$ cat src/rtl/cpu_stat_pkg.sv
// cpu_stat_pkg: shared constants for the CPU statistics display.
//   - Source-select codes for the display mux
//   - Digit count of the seven-segment display
//   - Reset values for the digit enables and segment lines
package cpu_stat_pkg;

  localparam logic [2:0] SRC_LED = 3'd0;
  localparam logic [2:0] SRC_CYC = 3'd1;
  localparam logic [2:0] SRC_UBR = 3'd2;
  localparam logic [2:0] SRC_CBR = 3'd3;
  localparam logic [2:0] SRC_BUB = 3'd4;

  localparam int         NUM_DIGITS = 8;
  localparam logic [2:0] LAST_DIGIT = 3'(NUM_DIGITS - 1);

  localparam logic [7:0] AN_RST  = 8'hFF;
  localparam logic [7:0] SEG_RST = 8'hFF;

  // One-cold digit enable for the given digit number
  function automatic logic [7:0] digit_enable(input logic [2:0] digit);
    return ~(8'b0000_0001 << digit);
  endfunction

endpackage

$ cat src/rtl/hex7seg.sv
// hex7seg: combinational hexadecimal to seven-segment decoder.
// Ports:
//   nibble  in  4  hex digit value
//   segs    out 7  active-low segments {g,f,e,d,c,b,a}
module hex7seg (
  input  logic [3:0] nibble,
  output logic [6:0] segs
);

  // Active-low glyph lookup; lowercase b and d keep them distinct from 8 and 0
  always_comb begin
    segs = 7'h7F;
    case (nibble)
      4'h0:    segs = 7'h40;
      4'h1:    segs = 7'h79;
      4'h2:    segs = 7'h24;
      4'h3:    segs = 7'h30;
      4'h4:    segs = 7'h19;
      4'h5:    segs = 7'h12;
      4'h6:    segs = 7'h02;
      4'h7:    segs = 7'h78;
      4'h8:    segs = 7'h00;
      4'h9:    segs = 7'h10;
      4'hA:    segs = 7'h08;
      4'hB:    segs = 7'h03;
      4'hC:    segs = 7'h46;
      4'hD:    segs = 7'h21;
      4'hE:    segs = 7'h06;
      4'hF:    segs = 7'h0E;
      default: segs = 7'h7F;
    endcase
  end

endmodule

$ cat src/rtl/cpu_stat_display.sv
// cpu_stat_display: selects the CPU syscall LED value or one of its
// performance counters and shows it in hex on an 8-digit, time-multiplexed,
// active-low seven-segment display. The displayed value is a snapshot taken
// once per scan frame so a digit sweep never mixes two source values.
//
// Optional feature macro: CPU_STAT_DISPLAY_DP_EN
//   defined     - decimal point lit on the digit whose number equals sel (sel <= 4)
//   not defined - decimal point always dark
//
// Parameters:
//   SCAN_BITS  prescaler width; each digit is lit for 2^SCAN_BITS cycles
// Ports:
//   clk                 in  1   system clock
//   rst                 in  1   synchronous active-low reset
//   led_cpu_enable      in  1   syscall display strobe
//   led_data_in         in  32  syscall display value
//   total_cycles        in  32  CPU cycle counter
//   uncondi_branch_num  in  32  unconditional branch counter
//   condi_branch_num    in  32  conditional branch taken counter
//   bubble_num          in  32  load-use bubble counter
//   sel                 in  3   display source select
//   freeze              in  1   hold the current snapshot
//   an                  out 8   digit enables, active-low, bit i = digit i
//   seg                 out 8   {dp,g,f,e,d,c,b,a}, active-low
//   shown_value         out 32  current snapshot
module cpu_stat_display
  import cpu_stat_pkg::*;
#(
  parameter int SCAN_BITS = 17
) (
  input  logic        clk,
  input  logic        rst,
  input  logic        led_cpu_enable,
  input  logic [31:0] led_data_in,
  input  logic [31:0] total_cycles,
  input  logic [31:0] uncondi_branch_num,
  input  logic [31:0] condi_branch_num,
  input  logic [31:0] bubble_num,
  input  logic [2:0]  sel,
  input  logic        freeze,
  output logic [7:0]  an,
  output logic [7:0]  seg,
  output logic [31:0] shown_value
);

  logic [SCAN_BITS-1:0] presc_r;
  logic [2:0]           idx_r;
  logic [31:0]          led_r;
  logic [31:0]          snap_r;
  logic [7:0]           an_r;
  logic [7:0]           seg_r;

  logic                 tick_s;
  logic                 snap_load_s;
  logic [31:0]          src_s;
  logic [3:0]           nibble_s;
  logic [6:0]           hex_s;
  logic                 dp_s;

  assign tick_s      = &presc_r;
  // Last tick of the frame: the sweep is about to restart at digit 0
  assign snap_load_s = tick_s && (idx_r == LAST_DIGIT) && !freeze;
  assign nibble_s    = snap_r[{idx_r, 2'b00} +: 4];

  // Source selection; unused codes show zero
  always_comb begin
    src_s = 32'h0;
    case (sel)
      SRC_LED: src_s = led_r;
      SRC_CYC: src_s = total_cycles;
      SRC_UBR: src_s = uncondi_branch_num;
      SRC_CBR: src_s = condi_branch_num;
      SRC_BUB: src_s = bubble_num;
      default: src_s = 32'h0;
    endcase
  end

  // Decimal point marking the active source
  always_comb begin
    dp_s = 1'b1;
`ifdef CPU_STAT_DISPLAY_DP_EN
    if ((idx_r == sel) && (sel <= SRC_BUB)) begin
      dp_s = 1'b0;
    end else begin
      dp_s = 1'b1;
    end
`else
    dp_s = 1'b1;
`endif
  end

  hex7seg u_hex7seg (
    .nibble (nibble_s),
    .segs   (hex_s)
  );

  // Syscall LED value latch
  always_ff @(posedge clk) begin
    if (!rst) begin
      led_r <= 32'h0;
    end else if (led_cpu_enable) begin
      led_r <= led_data_in;
    end else begin
      led_r <= led_r;
    end
  end

  // Digit-scan prescaler and digit index; keep running while frozen
  always_ff @(posedge clk) begin
    if (!rst) begin
      presc_r <= '0;
      idx_r   <= 3'd0;
    end else begin
      presc_r <= presc_r + {{(SCAN_BITS-1){1'b0}}, 1'b1};
      if (tick_s) begin
        idx_r <= idx_r + 3'd1;
      end else begin
        idx_r <= idx_r;
      end
    end
  end

  // Frame snapshot; samples the pre-edge led_r, so a simultaneous strobe lands next frame
  always_ff @(posedge clk) begin
    if (!rst) begin
      snap_r <= 32'h0;
    end else if (snap_load_s) begin
      snap_r <= src_s;
    end else begin
      snap_r <= snap_r;
    end
  end

  // Registered display drive, one cycle behind idx_r and snap_r
  always_ff @(posedge clk) begin
    if (!rst) begin
      an_r  <= AN_RST;
      seg_r <= SEG_RST;
    end else begin
      an_r  <= digit_enable(idx_r);
      seg_r <= {dp_s, hex_s};
    end
  end

  assign an          = an_r;
  assign seg         = seg_r;
  assign shown_value = snap_r;

endmodule

$ cat config.mk
export PLATFORM = sky130hd
export DESIGN_NAME = cpu_stat_display
export DESIGN_NICKNAME = d
export VERILOG_FILES = /design/src/rtl/cpu_stat_pkg.sv /design/src/rtl/hex7seg.sv /design/src/rtl/cpu_stat_display.sv
export SDC_FILE = /design/constraint.sdc
export NUM_CORES = 1
export LEC_CHECK = 0
export BUFFER_PORTS_ARGS = -buffer_cell sky130_fd_sc_hd__buf_2
export CORE_ASPECT_RATIO = 0.75
export CORE_MARGIN = 3
export CORE_UTILIZATION = 24
export DETAILED_ROUTE_END_ITERATION = 12
export HOLD_SLACK_MARGIN = 0.06
export PLACE_DENSITY_LB_ADDON = 0.12
export SLEW_MARGIN = 20
export SYNTH_ARGS = -nofsm -noshare
export SYNTH_HDL_FRONTEND = slang
export SYNTH_SLANG_ARGS = --single-unit
$ cat constraint.sdc
create_clock -name clk -period 2.2 [get_ports clk]
set_input_delay 0.33 -clock clk [delete_from_list [all_inputs] [get_ports clk]]
set_output_delay 0.33 -clock clk [all_outputs]
set_load 0.02 [all_outputs]
==> parameters.txt <==
Parameter                              Value

Critical path
  Highest net fanout along the worst path ... 6
  Start of the worst register-to-register path ... idx_r[0]
  Arrival time at the worst endpoint ... 2.30 ns
  Worst Setup Start Kind ... flip-flop
  Slack of the worst reg-to-reg path ... between 0.1 and 0.15 ns
  Endpoint of the worst-slack reg-to-reg timing path ... seg[0]
  Crit path required time ... 2.41 ns
  Setup CP Type ... flip-flop to flip-flop
  Reg2reg path depth ... 6
  Critical path endpoint category ... flip-flop

Final layout
  FILL cells ... approximately 2.1k
  Most frequent cells in the layout ... sky130_fd_sc_hd__buf_2, sky130_fd_sc_hd__dfxtp_1, sky130_fd_sc_hd__mux2i_1
  Final Instance Count excl. Fillers ... 1040
  Area added between synthesis and finish ... 37.1%
  Post-layout nets ... 935
  Finished layout cell area ... 6930 µm²
  N_diodes ... 0
  Most common cell after layout, fill and taps aside ... sky130_fd_sc_hd__buf_2
  Share of final-layout standard cells stronger than drive strength 1 ... 37.9%

Worst hold path
  Min-delay worst type ... primary input to flip-flop
  Endpoint with the worst hold slack ... led_r[5]
  HP Start ... led_data_in[5]
  Count of cells along the worst hold path ... 3

Place
  GPL Wtd Cong ... 0.783
  Cell Count Post-Placement ... 1026
  Port Buf Inserts ... 213
  Worst setup slack after placement ... -0.101 ns
  Area post-placement ... 6590 µm²
  Detailed-placement wirelength estimate ... 14500 µm

Route
  Initial DRC Count ... 195
  Per-cell via count in the routed design ... 4.66
  Routed wire length ... 18100 µm
  Drt drc ... 0
  Per-cell routed wire length ... ~17 µm
  Count of vias placed by the detailed router ... 4851
  Remaining number of nets flagged by the antenna check after routing ... 0
  DRT Pass-1 Iters ... 6

Global routing
  Pin count of the biggest net entering global routing ... 43
  Global-route wire length before repair ... 27900 µm
  Number of global-route vias before repair ... 4886
  Global-route usage over all layers ... roughly 16%
  Initial antenna violation count ... 0
  Total congestion overflow ... 0

STA
  Highest achievable clock rate ... 479 MHz
  Tightest Pin Transition ... around 1.1 ns
  RSZ-0062 raised after global routing ... no
  Final number of hold-violating endpoints ... 0
  Setup-violating endpoint count in the final report ... 0
  Setup ws final ... 0.113 ns
  Setup TNS ... 0 ns
  Post-route clock skew ... slightly above 0.005 ns
  Relative max-transition margin ... 28.6%
  Clock period minus final worst setup slack ... 2.09 ns
  Slew Limit Fails ... 0
  Period Utilization, post-route ... 94.9%

Yosys
  Flop and latch count out of synthesis ... 99
  Cell variety after synth ... 51
  Register area share after synthesis ... 39.2%
  EDFF count, synth ... 0
  Number of cells produced by synthesis ... 543
  Post-synthesis instance area ... 5060 µm²
  Post-Syn Area per Cell ... 9.31 µm²
  Ys Warns ... 0
  Net count after synthesis ... 723
  Most used flip-flop cell after synthesis ... sky130_fd_sc_hd__dfxtp_1
  Share of synthesized flip-flops with an asynchronous set or reset ... 0%

Clocking
  Post-CTS repair timing setup buffer count ... 0
  Skew-Pair Late Insertion Delay ... about 0.35 ns
  Clock sink total ... a little under 100
  Clock buffers created by TritonCTS ... 9
  Max Root-Sink Buffers ... 2
  H-tree lvl count ... 3
  Clock transition time at the flip-flop clock pins of the worst setup and hold paths ... about 0.070 ns
  Cell at the root of the clock tree ... sky130_fd_sc_hd__clkbuf_16
  CTS Hold Bufs ... 0
  TritonCTS clock tree ... yes

Outcome
  Result of the run ... finished clean

Floorplanning
  Number of primary I/O pins ... 215
  Die area ... 22900 µm²
  Die X ... 174 µm
  Initial Utilization ... 24.7%
  DIE HEIGHT ... 132 µm
  Row count ... 45
  Core outline area ... 20400 µm²

Pwr
  Static leakage ... 3.11 nW
  PwrDens ... 577 nW/µm²
  Worst supply voltage drop on vdd ... 324 µV

Flow run
  Max-Cap Viols ... 0
routing by layer:
layer | track usage, % | share of wire [%] | vias to the layer above
met3 | 4.33 | 6.3 | 16
met5 | 0 | 0 | -
met1 | 21.5 | 48 | 2264
met2 | 24.3 | 44 | 178
li1 | - | - | 2393
met4 | 3.48 | 1.2 | 0
area by class of cell:
type	count	area, µm²	area share [%]
Tap cell	282	353	5.09
Clock buffer	12	267	3.84
Clock inverter	2	35.0	0.505
Sequential cell	99	1990	28.7
Inverter	9	33.8	0.487
Multi-Input combinational cell	393	2920	42.1
Timing Repair Buffer	243	1340	19.3
what timing repair did:
action / 4_1_cts / 5_1_grt
resized for setup: 2 / 25
setup endpoints to repair: 6 / 36
pin swaps: 1 / 1
cells in the mapped netlist (2+ instances only):
cell / count / share of area, %
sky130_fd_sc_hd__and2_1: 33 / 4.1
sky130_fd_sc_hd__nor3b_1: 2 / 0.30
sky130_fd_sc_hd__buf_1: 7 / 0.52
sky130_fd_sc_hd__mux2_2: 3 / 0.67
sky130_fd_sc_hd__o221ai_1: 3 / 0.52
sky130_fd_sc_hd__a311oi_1: 2 / 0.35
sky130_fd_sc_hd__and3_1: 3 / 0.37
sky130_fd_sc_hd__nand4_1: 3 / 0.37
sky130_fd_sc_hd__xor2_1: 9 / 1.6
sky130_fd_sc_hd__a21oi_1: 2 / 0.20
sky130_fd_sc_hd__nor2b_1: 3 / 0.37
sky130_fd_sc_hd__nor4_1: 2 / 0.25
sky130_fd_sc_hd__a221oi_1: 31 / 5.4
sky130_fd_sc_hd__nand2b_1: 3 / 0.37
sky130_fd_sc_hd__and4_1: 2 / 0.35
sky130_fd_sc_hd__nor3_1: 3 / 0.30
sky130_fd_sc_hd__nand3_1: 11 / 1.1
sky130_fd_sc_hd__clkbuf_1: 29 / 2.2
sky130_fd_sc_hd__o2bb2ai_1: 31 / 5.4
sky130_fd_sc_hd__buf_2: 4 / 0.40
sky130_fd_sc_hd__o21ai_0: 36 / 3.6
sky130_fd_sc_hd__nor2_1: 56 / 4.2
sky130_fd_sc_hd__dfxtp_1: 99 / 39
sky130_fd_sc_hd__inv_1: 9 / 0.67
sky130_fd_sc_hd__ha_1: 13 / 3.2
sky130_fd_sc_hd__nand2_1: 44 / 3.3
sky130_fd_sc_hd__mux4_2: 3 / 1.3
sky130_fd_sc_hd__xnor2_1: 6 / 1.0
sky130_fd_sc_hd__mux4_1: 4 / 2.1
sky130_fd_sc_hd__mux2i_1: 66 / 13
report_power, final:
part / internal, mW / switching [mW] / leakage [nW]
sequential: 1.84 / 0.0233 / 0.810
combinational: 0.249 / 0.254 / 2.15
clock: 0.961 / 0.677 / 0.151
critical path, stage by stage, from the launching register on:
cell                       delay (ns)
sky130_fd_sc_hd__dfxtp_4         0.40
sky130_fd_sc_hd__mux4_1          0.61
sky130_fd_sc_hd__mux2i_4         0.17
sky130_fd_sc_hd__inv_1           0.09
sky130_fd_sc_hd__ha_1            0.22
sky130_fd_sc_hd__nor4_1          0.38
sky130_fd_sc_hd__a311oi_1        0.09
worst max path at each step:
stage             start               to  cells past startpoint
4_1_cts        idx_r[0]           seg[6]                      7
2_1_floorplan  idx_r[0]           seg[6]                      8
5_1_grt        idx_r[0]           seg[6]                      7
6_report       idx_r[0]           seg[0]                      6
3_3_place_gp     sel[1]  shown_value[13]                      9
3_5_place_dp   idx_r[0]           seg[6]                      7
sequential cells by signal, summed over array words and instances, names as in the netlist:
name,flops
an,8
presc_r,17
seg,7
shown_value,32
idx_r,3
led_r,32
cell families (layout without fill, tap and decap cells):
| logic type | count (synthesis) | count (layout) | share of synthesized area [%] |
|---|---|---|---|
| AND/OR/NAND/NOR | 168 | 168 | 15.7 |
| AO/OA/AOI/OAI | 118 | 118 | 17.4 |
| flip-flops | 99 | 99 | 39.2 |
| multiplexers | 78 | 78 | 17.7 |
| buffers and inverters | 51 | 266 | 4.11 |
| XOR/XNOR | 15 | 15 | 2.60 |
| adder cells (fa/ha/maj) | 13 | 13 | 3.22 |
| other | 1 | 1 | 0.0742 |
stage by stage:
step / utilization [%] / hold slack, ns / total power [mW]
4_1_cts: 33.7 / 0.204 / 4.07
5_1_grt: 33.9 / 0.221 / 4.19
6_report: 33.9 / 0.217 / 4.00
2_1_floorplan: - / 0.441 / 2.14
3_3_place_gp: 32.2 / 0.472 / 2.40
3_5_place_dp: 32.2 / 0.484 / 2.41
No activity file was read; power rests on OpenSTA's default activity.
